## config.mk

```make
export PLATFORM = sky130hd
export DESIGN_NAME = level_game_controller_flat
export DESIGN_NICKNAME = d
export VERILOG_FILES = /design/src/rtl/game_ctrl_pkg.sv /design/src/rtl/level_game_controller_if.sv /design/src/rtl/level_game_controller_rise_edge_detect.sv /design/src/rtl/level_game_controller.sv /design/src/flat_wrapper.sv
export SDC_FILE = /design/constraint.sdc
export NUM_CORES = 1
export LEC_CHECK = 0
export CORE_ASPECT_RATIO = 1.4
export CORE_UTILIZATION = 45
export CTS_CLUSTER_DIAMETER = 120
export DETAILED_ROUTE_END_ITERATION = 8
export GPL_TIMING_DRIVEN = 1
export PLACE_DENSITY = 0.83
export SYNTH_ARGS = -nofsm -noshare
export SYNTH_HDL_FRONTEND = slang
export SYNTH_SLANG_ARGS = --single-unit
export TNS_END_PERCENT = 50
```

## constraint.sdc

```tcl
create_clock -name clk -period 2 [get_ports clk]
set_clock_uncertainty 0.15 [all_clocks]
set_input_delay 0.3 -clock clk [delete_from_list [all_inputs] [get_ports clk]]
set_output_delay 0.3 -clock clk [all_outputs]
set_load 0.01 [all_outputs]
```

## src/rtl/game_ctrl_pkg.sv

```systemverilog
// Shared types and default constants for the multi-level game controller.
// Build option: define GAME_PAUSE_EN to add the PAUSED state and pause I/O.
package game_ctrl_pkg;

  localparam int DEF_LEVELS            = 3;
  localparam int DEF_LEVEL_W           = 2;
  localparam int DEF_LIVES             = 3;
  localparam int DEF_LIVES_W           = 2;
  localparam int DEF_SCORE_W           = 4;
  localparam int DEF_WIN_SCORE         = 12;
  localparam int DEF_FRUIT_W           = 4;
  localparam int DEF_FRUITS_PER_LEVEL  = 10;
  localparam int DEF_INTERLEVEL_FRAMES = 60;

  typedef enum logic [2:0] {
    ST_IDLE,
    ST_PLAY,
    ST_GOT_KEY,
    ST_LEVEL_DONE,
    ST_GAME_OVER,
    ST_WIN
`ifdef GAME_PAUSE_EN
    ,
    ST_PAUSED
`endif
  } game_state_t;

  // Width of a counter that must hold 0 .. frames-1 (at least one bit).
  function automatic int frame_cnt_width(input int frames);
    return (frames < 2) ? 1 : $clog2(frames);
  endfunction

endpackage

```

## src/rtl/level_game_controller_if.sv

```systemverilog
// Signal bundle between the game controller and the keyboard/timer/counter
// blocks (inputs) and the screen-mux/object blocks (outputs).
// Build option: GAME_PAUSE_EN adds pauseIsPressed and pausedEnable.
interface level_game_controller_if
  import game_ctrl_pkg::*;
#(
  parameter int LEVEL_W = DEF_LEVEL_W,
  parameter int LIVES_W = DEF_LIVES_W,
  parameter int SCORE_W = DEF_SCORE_W,
  parameter int FRUIT_W = DEF_FRUIT_W
);

  // Inputs to the controller
  logic               startOfFrame;
  logic               enterIsPressed;
  logic               timer_end;
  logic [LIVES_W-1:0] livesCounter;
  logic [SCORE_W-1:0] scoreCounter;
  logic [FRUIT_W-1:0] fruitsCounter;
  logic               key_collision;
  logic               hit_request;

  // Outputs from the controller
  logic               startGameEnable;
  logic               GameOverEnable;
  logic               winGameEnable;
  logic               levelDoneEnable;
  logic               game_on;
  logic               got_key;
  logic [LEVEL_W-1:0] level;
  logic               newLevelPulse;
  logic               SingleHitPulse;

`ifdef GAME_PAUSE_EN
  logic               pauseIsPressed;
  logic               pausedEnable;
`endif

  // Environment side: drives game inputs, observes screen selects.
  modport master (
`ifdef GAME_PAUSE_EN
    output pauseIsPressed,
    input  pausedEnable,
`endif
    output startOfFrame, enterIsPressed, timer_end, livesCounter,
    output scoreCounter, fruitsCounter, key_collision, hit_request,
    input  startGameEnable, GameOverEnable, winGameEnable, levelDoneEnable,
    input  game_on, got_key, level, newLevelPulse, SingleHitPulse
  );

  // Controller side.
  modport slave (
`ifdef GAME_PAUSE_EN
    input  pauseIsPressed,
    output pausedEnable,
`endif
    input  startOfFrame, enterIsPressed, timer_end, livesCounter,
    input  scoreCounter, fruitsCounter, key_collision, hit_request,
    output startGameEnable, GameOverEnable, winGameEnable, levelDoneEnable,
    output game_on, got_key, level, newLevelPulse, SingleHitPulse
  );

endinterface

```

## src/rtl/level_game_controller_rise_edge_detect.sv

```systemverilog
// Rising-edge detector for keyboard level signals: a held key yields a
// single one-cycle pulse.
module rise_edge_detect (
  input  logic clk,
  input  logic resetN,
  input  logic in,
  output logic pulse
);

  logic in_d;

  // Delay the input by one cycle to compare against the present value.
  // NOTE: clocked state uses non-blocking (<=) so every register samples
  // pre-edge values regardless of statement order between blocks.
  always_ff @(posedge clk or negedge resetN) begin
    if (!resetN) in_d <= 1'b0;
    else         in_d <= in;
  end

  assign pulse = in & ~in_d;

endmodule

```

## src/rtl/level_game_controller.sv

```systemverilog
// Multi-level game sequencer: idle, play, key-collected, level-done, game
// over and win screens across LEVELS levels, with a one-per-frame hit pulse
// and a new-level pulse for clearing level-scoped counters.
// Build option: define GAME_PAUSE_EN for the pause key and PAUSED screen.
module level_game_controller
  import game_ctrl_pkg::*;
#(
  parameter int LEVELS            = DEF_LEVELS,
  parameter int LEVEL_W           = DEF_LEVEL_W,
  parameter int LIVES             = DEF_LIVES,
  parameter int LIVES_W           = DEF_LIVES_W,
  parameter int SCORE_W           = DEF_SCORE_W,
  parameter int WIN_SCORE         = DEF_WIN_SCORE,
  parameter int FRUIT_W           = DEF_FRUIT_W,
  parameter int FRUITS_PER_LEVEL  = DEF_FRUITS_PER_LEVEL,
  parameter int INTERLEVEL_FRAMES = DEF_INTERLEVEL_FRAMES
) (
  input logic                     clk,
  input logic                     resetN,
  level_game_controller_if.slave  game
);

  localparam int FRAME_W = frame_cnt_width(INTERLEVEL_FRAMES);
  localparam logic [LEVEL_W-1:0] LAST_LEVEL  = LEVEL_W'(LEVELS - 1);
  localparam logic [FRAME_W-1:0] LAST_FRAME  = FRAME_W'(INTERLEVEL_FRAMES - 1);

  game_state_t        state_q;
  logic [LEVEL_W-1:0] level_q;
  logic [FRAME_W-1:0] frame_cnt;
  logic               new_level_q;
  logic               hit_flag;
  logic               hit_pulse_q;

  logic [LIVES_W-1:0] lives;
  logic [SCORE_W-1:0] score;
  logic [FRUIT_W-1:0] fruits;
  logic               enter_edge;
  logic               lose;
  logic               score_ok;

  logic start_en, over_en, win_en, done_en, on, have_key;

  assign lives  = game.livesCounter;
  assign score  = game.scoreCounter;
  assign fruits = game.fruitsCounter;

  rise_edge_detect u_enter_edge (
    .clk    (clk),
    .resetN (resetN),
    .in     (game.enterIsPressed),
    .pulse  (enter_edge)
  );

`ifdef GAME_PAUSE_EN
  game_state_t saved_q;
  logic        pause_edge;
  logic        paused_en;

  rise_edge_detect u_pause_edge (
    .clk    (clk),
    .resetN (resetN),
    .in     (game.pauseIsPressed),
    .pulse  (pause_edge)
  );
`endif

  // Out of lives, out of time, or all fruits spent without reaching the
  // target score all end the game.
  assign score_ok = int'(score) >= WIN_SCORE;
  assign lose     = (int'(lives) >= LIVES) || game.timer_end ||
                    (!score_ok && (int'(fruits) >= FRUITS_PER_LEVEL));

  // Game sequencer: state, level index, level-done dwell and new-level pulse.
  always_ff @(posedge clk or negedge resetN) begin
    if (!resetN) begin
      state_q     <= ST_IDLE;
      level_q     <= '0;
      frame_cnt   <= '0;
      new_level_q <= 1'b0;
`ifdef GAME_PAUSE_EN
      saved_q     <= ST_PLAY;
`endif
    end else begin
      new_level_q <= 1'b0;
      unique case (state_q)
        ST_IDLE: begin
          if (enter_edge) begin
            state_q     <= ST_PLAY;
            level_q     <= '0;
            new_level_q <= 1'b1;
          end
        end
        ST_PLAY: begin
`ifdef GAME_PAUSE_EN
          if (pause_edge) begin
            saved_q <= ST_PLAY;
            state_q <= ST_PAUSED;
          end else
`endif
          if (lose)                    state_q <= ST_GAME_OVER;
          else if (game.key_collision) state_q <= ST_GOT_KEY;
        end
        ST_GOT_KEY: begin
`ifdef GAME_PAUSE_EN
          if (pause_edge) begin
            saved_q <= ST_GOT_KEY;
            state_q <= ST_PAUSED;
          end else
`endif
          // Reaching the score with the key beats a simultaneous lose.
          if (score_ok) begin
            frame_cnt <= '0;
            state_q   <= (level_q == LAST_LEVEL) ? ST_WIN : ST_LEVEL_DONE;
          end else if (lose) begin
            state_q <= ST_GAME_OVER;
          end
        end
        ST_LEVEL_DONE: begin
          // Only frames seen while on this screen count toward the dwell.
          if (game.startOfFrame) begin
            if (frame_cnt == LAST_FRAME) begin
              frame_cnt   <= '0;
              level_q     <= level_q + LEVEL_W'(1);
              new_level_q <= 1'b1;
              state_q     <= ST_PLAY;
            end else begin
              frame_cnt <= frame_cnt + FRAME_W'(1);
            end
          end
        end
        ST_GAME_OVER, ST_WIN: begin
          if (enter_edge) begin
            state_q <= ST_IDLE;
            level_q <= '0;
          end
        end
`ifdef GAME_PAUSE_EN
        ST_PAUSED: begin
          // Enter and the lose condition are ignored until un-paused.
          if (pause_edge) state_q <= saved_q;
        end
`endif
        default: state_q <= ST_IDLE;
      endcase
    end
  end

  // Screen selects and play flags decoded from the present state.
  // NOTE: every output gets a default before the case so no path leaves a
  // value unassigned, which would otherwise infer a latch.
  always_comb begin
    start_en = 1'b0;
    over_en  = 1'b0;
    win_en   = 1'b0;
    done_en  = 1'b0;
    on       = 1'b0;
    have_key = 1'b0;
`ifdef GAME_PAUSE_EN
    paused_en = 1'b0;
`endif
    unique case (state_q)
      ST_IDLE:       start_en = 1'b1;
      ST_PLAY:       on       = 1'b1;
      ST_GOT_KEY: begin
        on       = 1'b1;
        have_key = 1'b1;
      end
      ST_LEVEL_DONE: done_en  = 1'b1;
      ST_GAME_OVER:  over_en  = 1'b1;
      ST_WIN:        win_en   = 1'b1;
`ifdef GAME_PAUSE_EN
      ST_PAUSED: begin
        paused_en = 1'b1;
        have_key  = (saved_q == ST_GOT_KEY);
      end
`endif
      default:       start_en = 1'b1;
    endcase
  end

  // One hit pulse per frame during gameplay; a frame start in the same
  // cycle as the request re-arms immediately.
  always_ff @(posedge clk or negedge resetN) begin
    if (!resetN) begin
      hit_flag    <= 1'b0;
      hit_pulse_q <= 1'b0;
    end else if (!on) begin
      hit_flag    <= 1'b0;
      hit_pulse_q <= 1'b0;
    end else if (game.hit_request && (!hit_flag || game.startOfFrame)) begin
      hit_flag    <= 1'b1;
      hit_pulse_q <= 1'b1;
    end else begin
      hit_pulse_q <= 1'b0;
      if (game.startOfFrame) hit_flag <= 1'b0;
    end
  end

  assign game.startGameEnable = start_en;
  assign game.GameOverEnable  = over_en;
  assign game.winGameEnable   = win_en;
  assign game.levelDoneEnable = done_en;
  assign game.game_on         = on;
  assign game.got_key         = have_key;
  assign game.level           = level_q;
  assign game.newLevelPulse   = new_level_q;
  assign game.SingleHitPulse  = hit_pulse_q;
`ifdef GAME_PAUSE_EN
  assign game.pausedEnable    = paused_en;
`endif

endmodule

```

## src/flat_wrapper.sv

```systemverilog
// flat-port wrapper written by rule: the top's interface ports become plain ports
module level_game_controller_flat import game_ctrl_pkg::*;
#(
  parameter int LEVELS            = DEF_LEVELS,
  parameter int LEVEL_W           = DEF_LEVEL_W,
  parameter int LIVES             = DEF_LIVES,
  parameter int LIVES_W           = DEF_LIVES_W,
  parameter int SCORE_W           = DEF_SCORE_W,
  parameter int WIN_SCORE         = DEF_WIN_SCORE,
  parameter int FRUIT_W           = DEF_FRUIT_W,
  parameter int FRUITS_PER_LEVEL  = DEF_FRUITS_PER_LEVEL,
  parameter int INTERLEVEL_FRAMES = DEF_INTERLEVEL_FRAMES
)
  (clk, resetN, game_startOfFrame, game_enterIsPressed, game_timer_end, game_livesCounter, game_scoreCounter, game_fruitsCounter, game_key_collision, game_hit_request, game_startGameEnable, game_GameOverEnable, game_winGameEnable, game_levelDoneEnable, game_game_on, game_got_key, game_level, game_newLevelPulse, game_SingleHitPulse);
  level_game_controller_if #(.LEVEL_W(LEVEL_W), .LIVES_W(LIVES_W), .SCORE_W(SCORE_W), .FRUIT_W(FRUIT_W)) game_i ();
  input logic clk;
  input logic resetN;
  input wire logic [$bits(game_i.startOfFrame)-1:0] game_startOfFrame;
  input wire logic [$bits(game_i.enterIsPressed)-1:0] game_enterIsPressed;
  input wire logic [$bits(game_i.timer_end)-1:0] game_timer_end;
  input wire logic [$bits(game_i.livesCounter)-1:0] game_livesCounter;
  input wire logic [$bits(game_i.scoreCounter)-1:0] game_scoreCounter;
  input wire logic [$bits(game_i.fruitsCounter)-1:0] game_fruitsCounter;
  input wire logic [$bits(game_i.key_collision)-1:0] game_key_collision;
  input wire logic [$bits(game_i.hit_request)-1:0] game_hit_request;
  output wire logic [$bits(game_i.startGameEnable)-1:0] game_startGameEnable;
  output wire logic [$bits(game_i.GameOverEnable)-1:0] game_GameOverEnable;
  output wire logic [$bits(game_i.winGameEnable)-1:0] game_winGameEnable;
  output wire logic [$bits(game_i.levelDoneEnable)-1:0] game_levelDoneEnable;
  output wire logic [$bits(game_i.game_on)-1:0] game_game_on;
  output wire logic [$bits(game_i.got_key)-1:0] game_got_key;
  output wire logic [$bits(game_i.level)-1:0] game_level;
  output wire logic [$bits(game_i.newLevelPulse)-1:0] game_newLevelPulse;
  output wire logic [$bits(game_i.SingleHitPulse)-1:0] game_SingleHitPulse;
  assign game_i.startOfFrame = game_startOfFrame;
  assign game_i.enterIsPressed = game_enterIsPressed;
  assign game_i.timer_end = game_timer_end;
  assign game_i.livesCounter = game_livesCounter;
  assign game_i.scoreCounter = game_scoreCounter;
  assign game_i.fruitsCounter = game_fruitsCounter;
  assign game_i.key_collision = game_key_collision;
  assign game_i.hit_request = game_hit_request;
  assign game_startGameEnable = game_i.startGameEnable;
  assign game_GameOverEnable = game_i.GameOverEnable;
  assign game_winGameEnable = game_i.winGameEnable;
  assign game_levelDoneEnable = game_i.levelDoneEnable;
  assign game_game_on = game_i.game_on;
  assign game_got_key = game_i.got_key;
  assign game_level = game_i.level;
  assign game_newLevelPulse = game_i.newLevelPulse;
  assign game_SingleHitPulse = game_i.SingleHitPulse;
  level_game_controller #(.LEVELS(LEVELS), .LEVEL_W(LEVEL_W), .LIVES(LIVES), .LIVES_W(LIVES_W), .SCORE_W(SCORE_W), .WIN_SCORE(WIN_SCORE), .FRUIT_W(FRUIT_W), .FRUITS_PER_LEVEL(FRUITS_PER_LEVEL), .INTERLEVEL_FRAMES(INTERLEVEL_FRAMES)) u_core (.clk(clk), .resetN(resetN), .game(game_i));
endmodule
```

Word-level counts from Yosys, hierarchy flattened. Cells that the tools add are included.

Bitwise gates (word level): 2. Muxes and demuxes: 33. Reduce and logical (&&, ||, !) cells: 17. $lt $le $gt $ge: 3. Eq/ne operators: 16. Add/sub/neg operators: 2.

Operator list (count): 3-bit two-way mux (9); 6-bit two-way mux (3); 3-bit one-hot mux with 5 select lines (1); 1-bit two-way mux (14); 6-bit one-hot mux with 2 select lines (1); 2-bit by 1-bit inequality test with 1-bit output (second input constant) (5); 4-bit greater-or-equal comparator (second input constant) (2); 6-bit by 1-bit adder with 6-bit output (second input constant) (1); 3-bit by 2-bit equality test with 1-bit output (second input constant) (2); 3-bit equality test (second input constant) (2); 6-bit equality test (second input constant) (1); 2-bit two-way mux (3); 3-bit by 2-bit inequality test with 1-bit output (second input constant) (2); 6-bit AND reduction (1); 5-bit OR reduction (1); 2-bit one-hot mux with 2 select lines (1); 4-bit AND reduction (1); 2-bit nonzero test (2); 2-bit OR reduction (2); 3-bit by 1-bit equality test with 1-bit output (second input constant) (1); 3-bit logical NOT (1); 1-bit logical OR (3); 3-bit by 1-bit inequality test with 1-bit output (second input constant) (1); 3-bit AND reduction (1); 10 further kinds (12).

Input bits: 17. Output and inout port bits: 10. Word-level logic and storage cells: 80. Register bits after elaboration: 15.

Longest topological paths before layout. Gate-level depths: netlist (run 1).

Depth in word-level cells: 7. Gate-level depth with buffers: 7. Depth with buffers taken out: 6.

By module. Synthesis (run 1) repeated with hierarchy kept, for this count alone.

Cells, all modules: 103. Area, all modules: 934.6 sq um.

Modules (own cells, without submodules): level_game_controller (times used 1, sequential area each 350.3 sq um, cells an instance 101, area each 895.9 sq um); rise_edge_detect (times used 1, sequential area each 25.0 sq um, cells an instance 2, area each 38.8 sq um).

Worst setup path before layout (run 1). OpenSTA, ideal clock, no wires.

Kind: register -> register. Start: register u_core.frame_cnt[0]. End: register u_core.state_q[0]. Arrival: 1.401 ns. Clock period less this slack: 1.672 ns. Buffers on the path: 0. Setup slack: 0.328 ns. Setup time: 0.121 ns. Data required time: 1.729 ns. Stages on the path, launching flop included: 7. Cell sequence: dfrtp_1 -> ha_1 -> nand4_1 -> o21ai_2 -> o31ai_1 -> or2_1 -> o22a_1.

Longest elaborated chain between the ends: 3.

RTL lines: start: declaration (line level_game_controller.sv:29) `logic [FRAME_W-1:0] frame_cnt;`; start signal: assignment (line level_game_controller.sv:127) `frame_cnt <= frame_cnt + FRAME_W'(1);`; 6-bit equality test (line level_game_controller.sv:121) `if (frame_cnt == LAST_FRAME) begin`; 2-bit by 1-bit inequality test with 1-bit output (no source line); 6-bit AND reduction (no source line); end signal: assignment (line level_game_controller.sv:113) `state_q <= (level_q == LAST_LEVEL) ? ST_WIN : ST_LEVEL_DONE;`; end: declaration (line level_game_controller.sv:27) `game_state_t state_q;`.

No other way between the ends. A chain may end at the register's enable or synchronous reset.

Worst setup path after layout (run 1).
Start: register u_core.state_q[2]. End: output game_levelDoneEnable.

Longest elaborated chain between the ends: 2.

RTL lines: 3-bit by 2-bit equality test with 1-bit output (line level_game_controller.sv:161) `unique case (state_q)`; 1-bit two-way mux (line level_game_controller.sv:161); end: declaration (line flat_wrapper.sv:29) `output wire logic [$bits(game_i.levelDoneEnable)-1:0] game_levelDoneEnable;`.

No other way between the ends.

==> impl_metrics.csv, run 1 <==
group,metric,value,unit
detailed_routing,vias_per_cell,5.74,
status,outcome,"finished clean",
critical_path,crit_type,"flop to output pin",
yosys,synth-simple-area-share,22.9,%
critical_path,required_time_at_the_worst_slack_endpoint,1.55,ns
power_and_ir_drop,power_density,1190,nW/um2
sta,max-slew-margin-rel,79.8,%
critical_path,r2r_start,"u_core.frame_cnt[0]$_DFFE_PN0P_",
cts,tritoncts,"yes",
yosys,syn-instance-count,102,
cts,clk_root_buffer_cell,"sky130_fd_sc_hd__clkbuf_4",
cells_and_area,areaGrowthSynthToFinish,40.9,%
yosys,ys_seq_elements,15,
detailed_routing,wl,2.29,mm
grt,grt.total_usage,23.7,%
cts,path_clk_slew,0.09,ns
floorplan,placeable_core_region,1820,um2
floorplan,effective_utilization_at_floorplan,49.5,%
detailed_routing,drt_pass1_iterations,4,
yosys,asyncSetResetFlopFracSynth,100,%
yosys,post_synth_fa_ha_maj_area_fraction,2.77,%
power_and_ir_drop,power.net_switching,0.000613,W
yosys,yosys.area_share.xor_xnor,0,%
yosys,ys_seq_area_share,41.6,%
power_and_ir_drop,netSwitchingFraction,40.6,%
critical_path,critical_path.startpoint,"u_core.state_q[2]$_DFFE_PN0P_",
critical_path,crit_path_max_fanout,5,
yosys,cell_variety_after_synth,36,
cells_and_area,layout-drive-gt1-share,18.0,%
grt,grt_pass1_wl,3.51,mm
yosys,synth_area,902,um2
yosys,main_combinational_cell_family_by_area_after_synthesis,"compound AO/OA/AOI/OAI gates",
yosys,synth-main-ff-cell,"sky130_fd_sc_hd__dfrtp_1",
grt,grt-ovfl-total,0,
sta,min_period_over_period,97.9,%
detailed_routing,route.antenna.remaining_nets,0,
critical_path,worst-path-buf-inv,2,
place,gp_congestion,0.779,
yosys,synth_mux_area_share,2.36,%
detailed_routing,first_iteration_detailed_routing_drc_count,22,
cells_and_area,finalNetCount,159,
cts,tritoncts.num_buffers,3,
floorplan,die_height,55.0,um
min_path,hold_path_class,"input port to asynchronous set/reset pin",
grt,maximum_number_of_pins_on_one_net_before_global_route_repair,16,
sta,setup_viol_count_final,0,
critical_path,critical_path.cell_chain,"buf_4 -> and3b_1 -> dlygate4sd2_1",
yosys,synth_largest_area_cell,"sky130_fd_sc_hd__dfrtp_1",
floorplan,pin_count,27,
sta,setup_repair_after_global_routing_missed_its_margin,"yes",
yosys,syn_area_per_cell,8.84,um2
cts,htreeDepth,1,
power_and_ir_drop,static-leakage-power,0.590,nW
job,drv.max_cap_violation_count,0,
critical_path,timing.critical_path.max_delay_family,"buffers and inverters",
yosys,synth.top_cells.by_count,"sky130_fd_sc_hd__dfrtp_1 (15), sky130_fd_sc_hd__o21ai_0 (15), sky130_fd_sc_hd__nand2_1 (10)",
sta,post-route-min-period,1.96,ns
detailed_routing,drcViolationCount,0,
yosys,mappedNetlistNets,121,
cells_and_area,finalNonFillerCells,159,
critical_path,cp.arrival,1.51,ns
yosys,yosys_warnings,0,
sta,timing_max_transition_violations_final,0,
sta,fmax,0.511,GHz
detailed_routing,dr_total_vias,912,
yosys,synth-compound-area-share,25.5,%
cts,max-clock-path-buffers,2,
detailed_routing,drt-wirelength-per-cell,14.4,um
power_and_ir_drop,intPower,0.000895,W
critical_path,nature_of_the_critical_path_startpoint,"flop",
critical_path,crit_path_capture_type,"output pin",
cells_and_area,filler_cell_count,157,
cts,hold_buffers,0,
place,port-buffer-count,23,
place,placed_wire_length_estimate,1.78,mm
cts,sink_count,15,
floorplan,die-area,2190,um2
sta,worst_hold_slack,0.168,ns
power_and_ir_drop,power.sequential.fraction,32.3,%
power_and_ir_drop,combinationalPowerShare,56.1,%
grt,number_of_global_route_vias_before_repair,866,
critical_path,worst_path_max_delay_cell,"sky130_fd_sc_hd__dfrtp_1",
cells_and_area,antenna-diode-count,0,
floorplan,die_w,39.8,um
floorplan,num_rows,18,
place,dpl.cell_count,154,
yosys,cell_types_occupying_the_most_area_after_synthesis,"sky130_fd_sc_hd__dfrtp_1 (42%), sky130_fd_sc_hd__o21ai_0 (8.3%), sky130_fd_sc_hd__nand2_1 (4.2%)",
critical_path,critical_path.max_stage_delay,0.43,ns
grt,grt_antenna_before_repair,0,
yosys,netlist.area_leader.share,41.6,%
yosys,synth_edf_count,0,
sta,hold_violations,0,
power_and_ir_drop,share_clk_of_total_power,11.5,%
power_and_ir_drop,power.ir.vdd_worst,0.753,mV
sta,worst_slew_pin_slew,0.300,ns
cts,clk-insertion-delay-late,0.28,ns
==> layout make-up <==
type / count / area [um2] / area share (%)
multi-input combinational: 79 / 498 / 39.2
inverter: 4 / 17.5 / 1.38
tap: 20 / 25.0 / 1.97
clock buffer: 4 / 26.3 / 2.07
sequential: 15 / 377 / 29.6
timing repair buffer: 37 / 328 / 25.8
==> power by group through the flow <==
stage / clock network, W / registers (W) / logic (W)
3_3_place_gp: 0 / 0.000482 / 0.000799
5_1_grt: 0.000192 / 0.000498 / 0.000927
6_report: 0.000173 / 0.000488 / 0.000846
3_5_place_dp: 0 / 0.000488 / 0.000836
2_1_floorplan: 0 / 0.000454 / 0.000507
4_1_cts: 0.000175 / 0.000486 / 0.000832
==> metal layers <==
layer	track usage, %	routed length, um	up-vias
li1	-	-	444
met1	27.3	918	430
met2	41.5	1220	31
met3	3.60	111	7
met4	11.5	42	0
met5	0	0	-
==> per-stage QoR <==
step	worst slack [ns]	instance area (um2)	power (W)	util (%)	setup TNS, ns
floorplan	0.328	902	0.000961	-	0
global placement	0.0118	1230	0.00128	67.2	0
detailed placement	-0.0539	1230	0.00132	67.2	-0.0539
CTS	0.0109	1260	0.00149	69.1	0
global route	-0.0368	1270	0.00162	69.7	-0.0368
finish	0.0422	1270	0.00151	69.7	0
==> final timing paths <==
| check | to | slack [ns] | cells after the start |
|---|---|---|---|
| max | game_levelDoneEnable | 0.04 | 3 |
| min in group clk | u_core.u_enter_edge.in_d$_DFF_PN0_ | 0.33 | 1 |
| max in group asynchronous | u_core.state_q[1]$_DFFE_PN0P_ | 1.34 | 2 |
| max reg2reg | u_core.state_q[0]$_DFFE_PN0P_ | 0.10 | 6 |
| min | u_core.u_enter_edge.in_d$_DFF_PN0_ | 0.17 | 2 |
| min reg2reg | u_core.frame_cnt[5]$_DFFE_PN0P_ | 0.34 | 1 |
==> state kept, by name, indices dropped and copies added (netlist names) <==
signal                      flops
u_core.frame_cnt                6
u_core.game.SingleHitPulse      1
u_core.game.level               2
u_core.game.newLevelPulse       1
u_core.hit_flag                 1
u_core.state_q                  3
u_core.u_enter_edge.in_d        1
==> what timing repair did <==
item,4_1_cts,5_1_grt
buffers inserted,1,0
endpoints found under the hold margin,0,0
pin swaps,0,0
endpoints found under the setup margin,6,5
gates resized for setup,10,5
==> layout by cell type (no fill, tap or decap), drive strengths merged, types with 2 or more instances in the layout <==
cell,count
o21ai,16
inv,4
dfrtp,15
o31ai,3
a21oi,4
a211oi,2
nand4,2
nor2b,3
and3,3
dlygate4sd2,4
nand2b,4
clkdlybuf4s50,17
or2,2
ha,2
nor2,8
a22o,2
nand2,10
a21o,2
nand3,2
clkbuf,5
buf,14
==> logic make-up after synthesis <==
family                     count (synthesis)
DFF                                       15
adders and majority gates                  2
muxes                                      2
and+or+nand+nor                           39
buffers and inverters                      8
AOI/OAI and AO/OA                         36
(Power assumes the default switching activity.)
==> inputs of run 2 (changes only) <==
CORE_UTILIZATION = 48   (was 45)
CTS_BUF_LIST = sky130_fd_sc_hd__clkbuf_2   (was default)
HOLD_SLACK_MARGIN = 0.03   (was default)
PLACE_DENSITY = 0.87   (was 0.83)
==> run 2 against run 1 <==
Effect of this change: cell area up 0.20%; flip-flop and latch count unchanged; power increased by 1.3%; highest routed layer unchanged.
==> impl_metrics.csv, run 2 (synthesis gave the netlist of run 1 again) <==
group,metric,value,unit
status,outcome,"finished clean",
grt,grt_pass1_wl,4.01,mm
detailed_routing,route.antenna.remaining_nets,0,
detailed_routing,wl,2.56,mm
critical_path,worstReg2RegEnd,"u_core.state_q[0]$_DFFE_PN0P_",
power_and_ir_drop,static-leakage-power,0.586,nW
grt,grt_antenna_before_repair,0,
place,port-buffer-count,23,
floorplan,placeable_core_region,1760,um2
cts,path_clk_slew,0.14,ns
sta,min_period_over_period,99.2,%
cells_and_area,layout-drive-gt1-share,21.3,%
place,placed_wire_length_estimate,1.92,mm
sta,totalNegativeSetupSlack,0,ns
grt,number_of_global_route_vias_before_repair,951,
cells_and_area,layout_commonest_cell,"sky130_fd_sc_hd__clkdlybuf4s50_1",
cts,clk_root_buffer_cell,"sky130_fd_sc_hd__clkbuf_2",
grt,grt.total_usage,29.1,%
sta,fmax,0.504,GHz
critical_path,nature_of_the_critical_path_startpoint,"flop",
critical_path,crit_type,"flop to flop",
cells_and_area,final_design_area_no_fill,1270,um2
floorplan,pin_count,27,
detailed_routing,dr_total_vias,956,
cts,max-clock-path-buffers,2,
detailed_routing,drt-wirelength-per-cell,15.9,um
critical_path,required_time_at_the_worst_slack_endpoint,2.06,ns
cells_and_area,largest_register_ff_count,6,
cells_and_area,largest_register,"u_core.frame_cnt",
sta,worst_slew_pin_slew,0.338,ns
grt,grt-ovfl-total,0,
cts,hold_buffers,0,
place,gp_congestion,0.867,
critical_path,r2r_start,"u_core.frame_cnt[0]$_DFFE_PN0P_",
cells_and_area,commonest_cells_after_routing_fill_and_taps_aside,"sky130_fd_sc_hd__clkdlybuf4s50_1 (17), sky130_fd_sc_hd__buf_4 (16), sky130_fd_sc_hd__o21ai_0 (14)",
critical_path,reg2regPathDepth,6,
sta,hold_violations,0,
job,drv.max_cap_violation_count,0,
sta,max-slew-margin-rel,77.3,%
detailed_routing,drt_pass1_iterations,4,
sta,setup_viol_count_final,0,
floorplan,num_rows,18,
cells_and_area,filler_cell_count,147,
sta,worst_hold_slack,0.139,ns
cts,tritoncts,"yes",
critical_path,crit_path_capture_type,"flop",
floorplan,die_height,53.3,um
cells_and_area,areaGrowthSynthToFinish,41.2,%
detailed_routing,first_iteration_detailed_routing_drc_count,13,
cells_and_area,finalNetCount,161,
floorplan,die-area,2060,um2
cells_and_area,fin_util,72.5,%
power_and_ir_drop,power_density,1200,nW/um2
power_and_ir_drop,power.ir.vdd_worst,0.708,mV
grt,maximum_number_of_pins_on_one_net_before_global_route_repair,16,
floorplan,effective_utilization_at_floorplan,51.4,%
floorplan,die_w,38.6,um
sta,setup_repair_after_global_routing_missed_its_margin,"yes",
critical_path,setup.reg_to_reg.worst_slack,0.02,ns
critical_path,cp.arrival,2.05,ns
min_path,hold_path_class,"input port to asynchronous set/reset pin",
cts,sink_count,15,
cts,tritoncts.num_buffers,3,
sta,timing_max_transition_violations_final,0,
cells_and_area,antenna-diode-count,0,
critical_path,crit_path_max_fanout,6,
detailed_routing,drcViolationCount,0,
place,place_area,1230,um2
sta,post-route-min-period,1.98,ns
detailed_routing,vias_per_cell,5.94,
cts,htreeDepth,1,
cts,clk-insertion-delay-late,0.30,ns
run 2: cell types whose count changed in the layout (fill, tap and decap cells not counted), sizes merged:
cell / change
buf: +2
dlymetal6s2s: -1
dlygate4sd2: +1
run 2: worst max-delay path by stage:
| stage | slack (ns) | startpoint | endpoint | cells after the start |
|---|---|---|---|---|
| finish | 0.02 | u_core.frame_cnt[0]$_DFFE_PN0P_ | u_core.state_q[0]$_DFFE_PN0P_ | 6 |
| global route | -0.07 | u_core.frame_cnt[0]$_DFFE_PN0P_ | u_core.state_q[0]$_DFFE_PN0P_ | 6 |
| CTS | 0.02 | u_core.state_q[1]$_DFFE_PN0P_ | game_startGameEnable | 4 |
| detailed placement | -0.06 | game_enterIsPressed | u_core.state_q[0]$_DFFE_PN0P_ | 6 |
| global placement | 0.02 | game_enterIsPressed | u_core.state_q[0]$_DFFE_PN0P_ | 6 |
| floorplan | 0.33 | u_core.frame_cnt[0]$_DFFE_PN0P_ | u_core.state_q[0]$_DFFE_PN0P_ | 6 |
run 2: power by group:
group	internal, W	switching, W	leakage (nW)
registers	0.000398	0.0000978	0.196
logic	0.000437	0.000438	0.374
clock network	0.0000529	0.000104	0.0166
total	0.000888	0.000639	0.586
run 2: timing repair:
| item | in CTS | in global routing |
|---|---|---|
| gates resized for setup | 12 | 4 |
| setup endpoints to repair | 6 | 5 |
| buffers inserted | 3 | 0 |
run 2: worst max-delay path, cell delays in order (launching register included):
cell	delay (ns)
sky130_fd_sc_hd__dfrtp_1	0.43
sky130_fd_sc_hd__ha_1	0.18
sky130_fd_sc_hd__nand4_1	0.25
sky130_fd_sc_hd__o21ai_4	0.29
sky130_fd_sc_hd__o31ai_1	0.13
sky130_fd_sc_hd__or2_1	0.29
sky130_fd_sc_hd__o22a_1	0.17
run 2: final cells by class:
| class | instances | area [um2] | area share (%) |
|---|---|---|---|
| multi-input combinational | 79 | 497 | 39.0 |
| sequential | 15 | 378 | 29.7 |
| timing repair buffer | 39 | 339 | 26.6 |
| tap | 20 | 25.0 | 1.96 |
| clock buffer | 4 | 20.0 | 1.57 |
| inverter | 4 | 15.0 | 1.18 |
run 2: per-stage QoR:
step           power, W  setup WS (ns)  instances
4_1_cts         0.00151         0.0221        161
5_1_grt         0.00163        -0.0715        161
2_1_floorplan  0.000961          0.328        102
3_5_place_dp    0.00134        -0.0645        154
3_3_place_gp    0.00129         0.0174        154
6_report        0.00153         0.0170        161
run 2: metal layers:
layer	share of wire (%)	vias up	wire length [um]	global-route usage, %
met5	0	-	0	0
met4	3.7	0	94	20.1
met3	3.9	9	99	5.46
met2	57	31	1450	53.1
met1	36	469	917	27.6
li1	-	447	-	-
==> inputs of run 3 (changes only) <==
--- a/config.mk
+++ b/config.mk
@@ -8,3 +8,3 @@
 export CORE_ASPECT_RATIO = 1.4
-export CORE_UTILIZATION = 48
+export CORE_UTILIZATION = 40
 export CTS_BUF_LIST = sky130_fd_sc_hd__clkbuf_2
@@ -12,5 +12,5 @@
 export DETAILED_ROUTE_END_ITERATION = 8
-export GPL_TIMING_DRIVEN = 1
+export GPL_TIMING_DRIVEN = 0
 export HOLD_SLACK_MARGIN = 0.03
-export PLACE_DENSITY = 0.87
+export PLACE_DENSITY = 0.76
 export SYNTH_ARGS = -nofsm -noshare
--- a/constraint.sdc
+++ b/constraint.sdc
@@ -4,2 +4,2 @@
 set_output_delay 0.3 -clock clk [all_outputs]
-set_load 0.01 [all_outputs]
+set_load 0.02 [all_outputs]
==> run 3 against run 2 <==
Effect of this change: clock power fell by 5%; flip-flop and latch count stayed put; critical path depth down 1; count of clock-buffer cells in the layout did not move; die area grew 19%; wire length is 19% lower; cell area decreased by 6.0%; non-clock buffer count shrank 9; sequential share of layout area up 1.7 points; combinational power shrank 3.1%; core utilization decreased by 17 points; critical path type is now flop to output pin; highest routed layer unchanged.
==> impl_metrics.csv, run 3 (synthesis gave the netlist of run 1 again) <==
group,metric,value,unit
cts,tritoncts,"yes",
sta,worst_slew_pin_slew,0.699,ns
cts,htreeDepth,1,
detailed_routing,dr_total_vias,863,
floorplan,pin_count,27,
floorplan,num_rows,20,
sta,worst_hold_slack,0.266,ns
sta,setup_viol_count_final,0,
cts,path_clk_slew,0.14,ns
sta,setup_repair_after_global_routing_missed_its_margin,"no",
critical_path,timing.critical_path.mode_cell,"sky130_fd_sc_hd__buf_4",
cells_and_area,layout-drive-gt1-share,14.4,%
floorplan,die_height,58.2,um
power_and_ir_drop,totalPowerFinal,0.00145,W
grt,grt_pass1_wl,3.41,mm
grt,grt_antenna_before_repair,0,
floorplan,effective_utilization_at_floorplan,41.9,%
critical_path,crit_path_capture_type,"output pin",
cts,clk_root_buffer_cell,"sky130_fd_sc_hd__clkbuf_2",
job,drv.max_cap_violation_count,0,
sta,fmax,0.529,GHz
cts,sink_count,15,
min_path,hold_path_class,"input port to asynchronous set/reset pin",
power_and_ir_drop,static-leakage-power,0.541,nW
detailed_routing,drcViolationCount,0,
cells_and_area,layout_commonest_cell,"sky130_fd_sc_hd__clkdlybuf4s50_1",
sta,min_period_over_period,94.5,%
floorplan,die_w,42.1,um
critical_path,critical_path.cell_chain,"buf_4 -> nor2b_4 -> nand2_1 -> o21ai_1 -> buf_4",
place,place_area,1160,um2
sta,timing_max_transition_violations_final,0,
detailed_routing,first_iteration_detailed_routing_drc_count,19,
power_and_ir_drop,power.ir.vdd_worst,0.567,mV
place,dpl.cell_count,147,
place,placed_wire_length_estimate,1.45,mm
critical_path,crit_type,"flop to output pin",
grt,maximum_number_of_pins_on_one_net_before_global_route_repair,16,
place,port-buffer-count,23,
critical_path,critical_path.max_stage_delay,0.40,ns
cells_and_area,final_design_area_no_fill,1200,um2
status,outcome,"finished clean",
detailed_routing,route.antenna.remaining_nets,0,
detailed_routing,wl,2.08,mm
cts,hold_buffers,0,
grt,number_of_global_route_vias_before_repair,789,
power_and_ir_drop,power_density,1210,nW/um2
cells_and_area,largest_register,"u_core.frame_cnt",
grt,grt_most_used_layer,"met2",
critical_path,nature_of_the_critical_path_startpoint,"flop",
cts,max-clock-path-buffers,2,
grt,grt.total_usage,18.0,%
grt,grt-ovfl-total,0,
critical_path,worst-path-buf-inv,2,
cells_and_area,commonest_cells_after_routing_fill_and_taps_aside,"sky130_fd_sc_hd__clkdlybuf4s50_1 (17), sky130_fd_sc_hd__dfrtp_1 (15), sky130_fd_sc_hd__o21ai_0 (14)",
critical_path,timing.critical_path.max_delay_family,"flip-flops",
cts,clk-insertion-delay-late,0.28,ns
grt,met2_demand_to_capacity_share_in_global_routing,29.0,%
grt,grt.met1_usage,22.4,%
sta,post-route-min-period,1.89,ns
sta,hold_violations,0,
critical_path,worst_path_max_delay_cell,"sky130_fd_sc_hd__dfrtp_1",
grt,globalRouteMet3Util,2.18,%
floorplan,placeable_core_region,2150,um2
detailed_routing,drt_pass1_iterations,4,
cells_and_area,finalNonFillerCells,154,
floorplan,die-area,2450,um2
critical_path,crit_path_max_fanout,5,
critical_path,required_time_at_the_worst_slack_endpoint,1.55,ns
detailed_routing,drt-wirelength-per-cell,13.5,um
cells_and_area,areaGrowthSynthToFinish,32.7,%
cells_and_area,antenna-diode-count,0,
detailed_routing,vias_per_cell,5.60,
sta,max-slew-margin-rel,53.3,%
cells_and_area,finalNetCount,152,
critical_path,cp.arrival,1.44,ns
cts,tritoncts.num_buffers,3,
cells_and_area,largest_register_ff_count,6,
place,gp_congestion,0.843,
cells_and_area,filler_cell_count,196,
sta,totalNegativeSetupSlack,0,ns
-- run 3: cell count changes in the layout (fill, tap and decap cells not counted), moves of 2 or more --
cell and change:
sky130_fd_sc_hd__nor2_1 +2, sky130_fd_sc_hd__dfrtp_2 -2, sky130_fd_sc_hd__dlygate4sd2_1 -3, sky130_fd_sc_hd__buf_4 -11
sky130_fd_sc_hd__nor2_2 -2, sky130_fd_sc_hd__clkbuf_2 +2, sky130_fd_sc_hd__dfrtp_1 +2
-- run 3: worst register-to-register path, delay by kind of cell (launching register included) --
kind / cells / cell delay (ns)
DFF: 1 / 0.41
AOI/OAI and AO/OA: 3 / 0.52
adders and majority gates: 1 / 0.22
and+or+nand+nor: 2 / 0.46
-- run 3: stage by stage --
stage	utilization [%]	setup slack, ns
floorplan	-	0.285
global placement	53.9	-0.119
detailed placement	53.9	-0.112
CTS	54.7	0.00390
global route	55.6	0.00102
finish	55.6	0.110
-- run 3: path summary, 6_finish.rpt --
check | start | to | slack (ns) | cells after the start
max in group asynchronous | resetN | u_core.game.newLevelPulse$_DFF_PN0_ | 0.99 | 1
min in group clk | game_enterIsPressed | u_core.u_enter_edge.in_d$_DFF_PN0_ | 0.31 | 1
worst min-delay path | resetN | u_core.game.SingleHitPulse$_DFF_PN0_ | 0.27 | 1
worst max-delay path | u_core.state_q[0]$_DFFE_PN0P_ | game_game_on | 0.11 | 5
worst max register to register | u_core.frame_cnt[0]$_DFFE_PN0P_ | u_core.state_q[0]$_DFFE_PN0P_ | 0.14 | 6
worst min register to register | u_core.frame_cnt[1]$_DFFE_PN0P_ | u_core.frame_cnt[1]$_DFFE_PN0P_ | 0.37 | 2
-- run 3: cell type report --
class,count,area (um2),area share (%)
inverters,4,15.0,1.25
well taps,22,27.5,2.30
plain buffers,4,31.3,2.61
flip-flops and latches,15,375,31.3
clock buffers,4,20.0,1.67
repair buffers,26,233,19.4
multi-input cells,79,495,41.4
-- run 3: repair_timing --
item,4_1_cts,5_1_grt
setup buffers,1,2
gates resized for setup,12,10
setup endpoints to repair,6,9
pin swaps,0,2
-- run 3: metal layers --
| metal | vias to the layer above | routed length [um] |
|---|---|---|
| met3 | 2 | 96 |
| met1 | 406 | 961 |
| li1 | 433 | - |
| met5 | - | 0 |
| met4 | 0 | 18 |
| met2 | 22 | 1000 |
-- run 3: where the power goes --
group          internal [W]  leakage, nW  switching (W)
Combinational      0.000375        0.327       0.000474
Sequential         0.000394        0.198      0.0000613
Clock             0.0000530       0.0166      0.0000963
Total              0.000821        0.541       0.000631
